==> src/rtl/pinfilter_pkg.sv <==
// -----------------------------------------------------------------------------
// pinfilter_pkg
// Shared definitions for the pin-filter scheduler:
//   NPINS_DEF / DIV_W_DEF : default pin count and sample-divider width
//   arb_state_t           : event arbiter state encoding (IDLE=0, PRESENT=1)
//   idx_w()               : width of a pin index, never less than one bit
// -----------------------------------------------------------------------------
package pinfilter_pkg;

   localparam int NPINS_DEF = 8;
   localparam int DIV_W_DEF = 8;

   typedef enum logic {
      IDLE    = 1'b0,
      PRESENT = 1'b1
   } arb_state_t;

   function automatic int idx_w(input int n);
      return (n > 1) ? $clog2(n) : 1;
   endfunction

endpackage

==> src/rtl/pinfilter.sv <==
// -----------------------------------------------------------------------------
// pinfilter
// Two-sample-agreement glitch filter for one GPIO line. On every strobe the
// raw line is sampled; the output level only follows the line once two
// consecutive strobes have seen the same value, otherwise it holds.
// Ports:
//   clk     : clock, rising edge
//   reset_n : asynchronous active-low reset (sample and level go high)
//   ena     : sample strobe
//   din     : raw line
//   level   : filtered level
// -----------------------------------------------------------------------------
module pinfilter (
   input  logic clk,
   input  logic reset_n,
   input  logic ena,
   input  logic din,
   output logic level
);

   logic smp_p0;

   // stage p0: previous strobe sample; level updates on agreement
   always_ff @(posedge clk or negedge reset_n) begin
      if (!reset_n) begin
         smp_p0 <= 1'b1;
         level  <= 1'b1;
      end else if (ena) begin
         smp_p0 <= din;
         if (din == smp_p0)
            level <= din;
      end
   end

endmodule

==> src/rtl/pinfilter_rr_pick.sv <==
// -----------------------------------------------------------------------------
// pinfilter_rr_pick
// Combinational round-robin picker: returns the first set pending bit at or
// above rr, wrapping to the lowest set bit when none is found above.
// Ports:
//   pending : pending-event bitmap
//   rr      : round-robin start position
//   hit     : any bit of pending is set
//   idx     : chosen pin index (0 when hit is low)
// -----------------------------------------------------------------------------
module pinfilter_rr_pick
   import pinfilter_pkg::*;
#(
   parameter  int NPINS = NPINS_DEF,
   localparam int IW    = idx_w(NPINS)
) (
   input  logic [NPINS-1:0] pending,
   input  logic [IW-1:0]    rr,
   output logic             hit,
   output logic [IW-1:0]    idx
);

   logic          hi_hit;
   logic          lo_hit;
   logic [IW-1:0] hi_idx;
   logic [IW-1:0] lo_idx;

   // Scanning downwards lets the lowest qualifying index win; hi_* covers
   // the positions at or above rr, lo_* the wrap-around fallback.
   always_comb begin
      hi_hit = 1'b0;
      lo_hit = 1'b0;
      hi_idx = '0;
      lo_idx = '0;
      for (int i = NPINS - 1; i >= 0; i--) begin
         if (pending[i]) begin
            lo_hit = 1'b1;
            lo_idx = IW'(i);
            if (IW'(i) >= rr) begin
               hi_hit = 1'b1;
               hi_idx = IW'(i);
            end
         end
      end
      hit = lo_hit;
      idx = hi_hit ? hi_idx : lo_idx;
   end

endmodule

==> src/rtl/pinfilter_sched.sv <==
// -----------------------------------------------------------------------------
// pinfilter_sched
// Filters NPINS raw GPIO lines with a shared sample prescaler, detects level
// changes on the filtered lines and delivers them one at a time as
// round-robin arbitrated edge events over a valid/ack handshake.
// Optional feature: define PINFILTER_SCHED_OVF_EN to build the sticky
// lost-event flag; without it ovf is constant 0 and ovf_clr is ignored.
// Ports:
//   clk       : clock, rising edge
//   reset_n   : asynchronous active-low reset
//   din       : raw GPIO lines
//   enable    : 1 runs the prescaler, 0 freezes the filters
//   div       : sample period is div+1 clocks
//   pins      : filtered line levels
//   evt_valid : an edge event is presented
//   evt_idx   : pin index of the presented event
//   evt_level : new filtered level of that pin
//   evt_ack   : accepts the presented event
//   ovf       : sticky lost-event flag
//   ovf_clr   : clears ovf
// -----------------------------------------------------------------------------
module pinfilter_sched
   import pinfilter_pkg::*;
#(
   parameter  int NPINS = NPINS_DEF,
   parameter  int DIV_W = DIV_W_DEF,
   localparam int IW    = idx_w(NPINS)
) (
   input  logic             clk,
   input  logic             reset_n,
   input  logic [NPINS-1:0] din,
   input  logic             enable,
   input  logic [DIV_W-1:0] div,
   output logic [NPINS-1:0] pins,
   output logic             evt_valid,
   output logic [IW-1:0]    evt_idx,
   output logic             evt_level,
   input  logic             evt_ack,
   output logic             ovf,
   input  logic             ovf_clr
);

   logic [DIV_W-1:0] cnt;
   logic             ena;
   logic [NPINS-1:0] prev;
   logic [NPINS-1:0] edges;
   logic [NPINS-1:0] pending;
   logic [NPINS-1:0] lvl;
   logic [NPINS-1:0] clr;
   logic [IW-1:0]    rr;
   logic             hit;
   logic [IW-1:0]    pick_idx;
   arb_state_t       state;

   // Prescaler: >= compare so a div lowered below cnt fires at once
   assign ena = enable && (cnt >= div);

   always_ff @(posedge clk or negedge reset_n) begin
      if (!reset_n)
         cnt <= '0;
      else if (!enable)
         cnt <= '0;
      else if (cnt >= div)
         cnt <= '0;
      else
         cnt <= cnt + 1'b1;
   end

   // Filter stage: one agreement filter per line
   for (genvar g = 0; g < NPINS; g++) begin : g_filt
      pinfilter u_filt (
         .clk     (clk),
         .reset_n (reset_n),
         .ena     (ena),
         .din     (din[g]),
         .level   (pins[g])
      );
   end

   // Edge detect / pending stage
   assign edges = pins ^ prev;

   pinfilter_rr_pick #(.NPINS(NPINS)) u_pick (
      .pending (pending),
      .rr      (rr),
      .hit     (hit),
      .idx     (pick_idx)
   );

   always_comb begin
      clr = '0;
      if (state == IDLE && hit)
         clr[pick_idx] = 1'b1;
   end

   // A fresh edge is ORed in after the clear, so it survives a same-cycle pick
   always_ff @(posedge clk or negedge reset_n) begin
      if (!reset_n) begin
         prev    <= '1;
         pending <= '0;
         lvl     <= '0;
      end else begin
         prev    <= pins;
         pending <= (pending & ~clr) | edges;
         lvl     <= (lvl & ~edges) | (pins & edges);
      end
   end

   // Arbiter stage: registered event presentation
   always_ff @(posedge clk or negedge reset_n) begin
      if (!reset_n) begin
         state     <= IDLE;
         rr        <= '0;
         evt_valid <= 1'b0;
         evt_idx   <= '0;
         evt_level <= 1'b0;
      end else begin
         case (state)
            IDLE: begin
               if (hit) begin
                  evt_idx   <= pick_idx;
                  evt_level <= lvl[pick_idx];
                  evt_valid <= 1'b1;
                  state     <= PRESENT;
               end
            end
            PRESENT: begin
               if (evt_ack) begin
                  evt_valid <= 1'b0;
                  rr        <= (evt_idx == IW'(NPINS - 1)) ? '0 : evt_idx + 1'b1;
                  state     <= IDLE;
               end
            end
            default: state <= IDLE;
         endcase
      end
   end

`ifdef PINFILTER_SCHED_OVF_EN
   // A lost event is an edge on a pin still waiting in pending; the bit
   // being handed to the arbiter this cycle does not count.
   logic lost;
   assign lost = |(edges & pending & ~clr);

   always_ff @(posedge clk or negedge reset_n) begin
      if (!reset_n)
         ovf <= 1'b0;
      else if (lost)
         ovf <= 1'b1;
      else if (ovf_clr)
         ovf <= 1'b0;
   end
`else
   logic unused_ovf_clr;
   assign unused_ovf_clr = ovf_clr;
   assign ovf            = 1'b0;
`endif

endmodule
==> config.mk <==
export PLATFORM = sky130hd
export DESIGN_NAME = pinfilter_sched
export DESIGN_NICKNAME = d
export VERILOG_FILES = /design/src/rtl/pinfilter_pkg.sv /design/src/rtl/pinfilter.sv /design/src/rtl/pinfilter_rr_pick.sv /design/src/rtl/pinfilter_sched.sv
export SDC_FILE = /design/constraint.sdc
export NUM_CORES = 1
export LEC_CHECK = 0
export ABC_AREA = 1
export ABC_CLOCK_PERIOD_IN_PS = 2130
export CAP_MARGIN = 20
export CORE_AREA = 5 5 99 101
export DETAILED_ROUTE_END_ITERATION = 6
export DIE_AREA = 0 0 104 106
export GPL_ROUTABILITY_DRIVEN = 0
export PLACE_DENSITY = 0.49
export SETUP_SLACK_MARGIN = 0.02
export SLEW_MARGIN = 0
export SYNTH_ARGS = -nofsm -noshare
export SYNTH_HDL_FRONTEND = slang
export SYNTH_SLANG_ARGS = --single-unit
export TNS_END_PERCENT = 50
==> constraint.sdc <==
create_clock -name clk -period 2.13 [get_ports clk]
set_clock_uncertainty 0.15 [all_clocks]
set_input_delay 0.3195 -clock clk [delete_from_list [all_inputs] [get_ports clk]]
set_output_delay 0.3195 -clock clk [all_outputs]
set_load 0.01 [all_outputs]
* Yosys cells after proc, flatten, opt, wreduce, memory -nomap -nowiden
Cells that the tools add are included.
** Word-level totals
- Memory bits (read-only) :: 0
- Memories :: 0
- Flip-flop bits (word level) :: 57
- Bits of input ports :: 21
- Bits in latches :: 0
- RAM bits :: 0
** Operators by class
- Divide/modulo/power cells :: 0
- Bitwise gates (word level) :: 9
- Multiply operators :: 0
- Order comparisons :: 11
- Reduce and logical (&&, ||, !) cells :: 14
- Equality and inequality tests :: 11
- Add/subtract/negate cells :: 2
- Muxes and demuxes :: 63
- Shift-type cells :: 0
** Operators with widths (count)
- $mux 3 :: 26
- $mux 1 :: 30
- $and 8x8->8 :: 3
- $mux 8 :: 3
- $reduce_and 2->1 :: 11
- $not 8->8 :: 2
- $or 8x8->8 :: 2
- $ge 3x3->1 const A :: 4
- $add 8x1->8 const B :: 1
- $eq 1x1->1 :: 8
- $ge 8x8->1 :: 1
- $xor 8x8->8 :: 1
- $ge 1x3->1 const A :: 2
- $ge 2x3->1 const A :: 2
- $lt 3x4->1 const B :: 1
- $ne 2x2->1 const B :: 2
- $pmux 1 s2 :: 2
- $add 3x1->3 const B :: 1
- $bmux 1 s3 :: 1
- $demux 1 s3 :: 1
- $eq 3x3->1 const B :: 1
- $ge 3x1->1 const B :: 1
- $logic_and 1x1->1 :: 3
- $not 1->1 :: 1

* Logic depth before layout (Yosys ltp)
- Word-level depth :: 26
- Mapped depth :: 14

* Cells and area by module
Synthesis repeated with hierarchy kept, for this count alone.
** Unflattened totals
- Cells, all modules :: 378
- Area, all modules :: 2987.9 um^2
** By module, submodules not included
- pinfilter_sched :: seq. area each 1036.0 um^2, cells an instance 217, area each 1934.4 um^2, instances 1
- pinfilter :: seq. area each 52.6 um^2, cells an instance 13, area each 95.1 um^2, instances 8
- pinfilter_rr_pick :: seq. area each 0.0 um^2, cells an instance 57, area each 292.8 um^2, instances 1

* Worst setup path after synthesis
Ideal clock, no wire load.
- Kind :: register -> register
- From :: reg cnt[3]
- To :: reg g_filt[0].u_filt.smp_p0
- Buffers on the path :: 1
- Data arrival time :: 1.683 ns
- Slack :: 0.215 ns
- Required time :: 1.898 ns
- Period minus slack after synthesis :: 1.915 ns
- Stages on the path, launching flop included :: 9
- Setup time :: 0.082 ns
- Path through :: dfrtp_1 ha_1 a21oi_1 o21ai_0 nand2_1 nand3_1 nand2_1 buf_2 mux2_2
** Between the ends
- Cells in the longest elaborated chain, start to end :: 2
** Ends and longest elaborated chain
- start: declaration :: RTL line pinfilter_sched.sv:43 : logic [DIV_W-1:0] cnt;
- start signal: assignment :: RTL line pinfilter_sched.sv:66 : cnt <= cnt + 1'b1;
- $ge 8x8->1 :: RTL line pinfilter_sched.sv:56 : assign ena = enable && (cnt >= div);
- $logic_and 1x1->1 :: RTL line pinfilter_sched.sv:56
- end signal: assignment :: RTL line pinfilter.sv:29 : smp_p0 <= din;
- end: declaration :: RTL line pinfilter.sv:21 : logic smp_p0;
Every way passes these cells.
A chain may end at the register's enable or synchronous reset.

* Worst setup path in the final report
- From :: in div[1]
- To :: reg g_filt[1].u_filt.smp_p0
** Between the ends
- Cells in the longest elaborated chain, start to end :: 2
** Ends and longest elaborated chain
- start: declaration :: RTL line pinfilter_sched.sv:33 : input logic [DIV_W-1:0] div,
- $ge 8x8->1 :: RTL line pinfilter_sched.sv:56
- $logic_and 1x1->1 :: RTL line pinfilter_sched.sv:56
- end signal: assignment :: RTL line pinfilter.sv:29
- end: declaration :: RTL line pinfilter.sv:21
Every way passes these cells.

==> reports/qor.yml <==
power:
  max-vdd-ir-drop_uv: 491
  power.density_nw_per_um2: 1270
  p_leak_nw: 1.70
  total_power_mw: 4.61
die:
  core_um2: 8930
  start_util_pct: 33.3
  die_w_um: 104
  die_area_um2: 11000
  die_h_um: 106
  io_pins: 35
  num_rows: 35
layout:
  regArea_um2: 1460
  areaGrowthSynthToFinish_pct: 22.2
  fill_cells: 922
  finalNetCount: 411
  multi_input_area_um2: 1270
  drive_above_1_share_pct: 20.6
  antennaDiodeCount: 0
route:
  avgRoutedWirePerCell_um: 11.4
  firstDrtPassIters: 4
  route.vias.total: 2237
  drc: 0
  antenna_left: 0
  wirelength_mm: 5.67
  drt_first_iter_violations: 71
  vias_per_cell: 4.52
global_routing:
  grt_pass1_wl_mm: 10.3
  track_usage_pct: 11.4
  antenna_found_initial: 0
  grt_pass1_vias: 2168
  overflow: 0
  grt_max_degree: 58
yosys:
  synth_top_area_share_pct: 27.8
  syn_inst: 340
  synth_warnings: 0
  yosysSeqAreaShare_pct: 49.0
  synth_edf_count: 0
  syn_avg_cell_area_um2: 8.74
  synth_area_leaders: "dfrtp_1 (28%), dfstp_2 (21%), nand2_1 (7.2%), o21ai_0 (5.9%), inv_1 (5.6%)"
  yosys.cell_count.top_type: "nand2_1"
  syn_nets: 372
  synth_largest_area_cell: "dfrtp_1"
  yosysUniqueCellTypes: 34
  postSynth.asyncResetShare_pct: 100
  synth.top_cells.by_count: "nand2_1 (57), inv_1 (44), nor2_1 (44)"
  synth_seq_cells: 57
  syn-cell-area_um2: 2970
  synth_ff_type: "dfrtp_1"
clock_tree:
  tritoncts: "done"
  clk_pin_slew_worst_paths_ns: 0.07
  htree_num_levels: 3
  clock_latency_ns: 0.33
  cts.sinks: 57
  cts_buffers: 9
  cts_root_buf: "clkbuf_8"
  cts.path.max_buffers: 2
place:
  hpwl_mm: 4.23
  portBuffers: 32
worst_setup_path:
  cp-start-kind: "input pin"
  path_class: "input pin to flip-flop"
  cp.required_ns: 2.24
  path_max_fanout: 24
  critPathCaptureType: "flip-flop"
  cp.arrival_ns: 2.10
run_status:
  outcome: "complete, no violations"
sta:
  clock.fmax_mhz: 502
  rsz0062_at_grt: "true"
  slew_viol_final: 0
  final_hold_viol_count: 0
  setup_viol_count_final: 0
  finalCriticalPeriod_ns: 1.99
  fin_crit_sh_pct: 93.6
  fin_setup_tns_ns: 0
run:
  maxCapViolCount: 0
worst_hold_path:
  hold_class: "flip-flop to flip-flop"
==> metal layers <==
metal | track usage, % | share of wire, %
met5 | 0 | 0
met4 | 4.90 | 2.0
met3 | 3.70 | 4.0
met2 | 17.3 | 45
met1 | 15.1 | 49
==> cell usage in the layout (no fill, tap or decap), types with 8 or more instances in the layout <==
master,netlist,layout
dfstp_2,24,24
o21ai_0,35,35
mux2_2,8,8
nand3_1,15,15
o21ai_1,9,8
a21oi_1,9,9
nand2_1,57,56
clkdlybuf4s50_1,0,31
dfrtp_1,33,31
nor2_1,44,44
clkbuf_8,0,9
inv_1,44,44
ha_1,11,11
==> worst max-delay path, cell delays in order <==
cell	delay (ns)
clkdlybuf4s50_1	0.45
inv_1	0.04
ha_1	0.30
a21oi_1	0.14
o21ai_0	0.08
nand2_1	0.08
nand3_1	0.06
nand2_1	0.11
buf_12	0.16
mux2_2	0.34
==> through the flow <==
stage          std cells  setup WS, ns  area, µm²  hold slack (ns)  utilization [%]
3_5_place_dp         477        -0.221       3410            0.190             38.2
3_3_place_gp         477        -0.208       3410            0.194             38.2
2_1_floorplan        340         0.215       2970           -0.126                -
6_report             495         0.136       3630            0.242             40.6
4_1_cts              494         0.112       3610            0.245             40.4
5_1_grt              495       0.00494       3630            0.253             40.6
==> logic make-up (layout without fill, tap and decap cells) <==
| kind of cell | count (synthesis) | in the layout | share of synthesized area [%] |
|---|---|---|---|
| AOI/OAI and AO/OA | 59 | 59 | 10.9 |
| xor gates and xnor gates | 5 | 5 | 1.47 |
| adders and majority gates | 11 | 11 | 4.63 |
| buffers and inverters | 58 | 102 | 8.50 |
| DFF | 57 | 57 | 49.0 |
| muxes | 8 | 8 | 3.03 |
| other | 1 | 1 | 0.126 |
| and+or+nand+nor | 141 | 141 | 22.3 |
==> cell type report <==
class	instances	share of cell area (%)
clock buffer	11	3.62
clock inverter	5	1.55
inverter	47	4.86
multi-input combinational	225	35.1
sequential	57	40.2
tap	111	3.82
timing repair buffer	39	10.9
==> final timing paths <==
kind | from | cells past startpoint | slack (ns) | to
setup / recovery | div[1] | 10 | 0.14 | g_filt[1].u_filt.smp_p0
hold / removal | g_filt[4].u_filt.level | 0 | 0.24 | prev[4]
setup reg to reg | rr[1] | 11 | 0.15 | pending[1]
hold reg to reg | g_filt[4].u_filt.level | 0 | 0.24 | prev[4]
max in group asynchronous | reset_n | 3 | 1.15 | g_filt[2].u_filt.level
min in group asynchronous | reset_n | 3 | 0.36 | pending[6]
==> report_power, final <==
group	total [mW]	switching, mW	internal, mW
logic	1.92	1.18	0.741
registers	1.71	0.269	1.44
clock network	0.979	0.440	0.539
==> what timing repair did <==
item | 4_1_cts | 5_1_grt
resized for setup | 0 | 5
endpoints found under the hold margin | 33 | 0
setup endpoints to repair | 0 | 6
setup buffers | 0 | 1
hold buffers | 1 | 0
No activity file was read; power rests on OpenSTA's default activity.
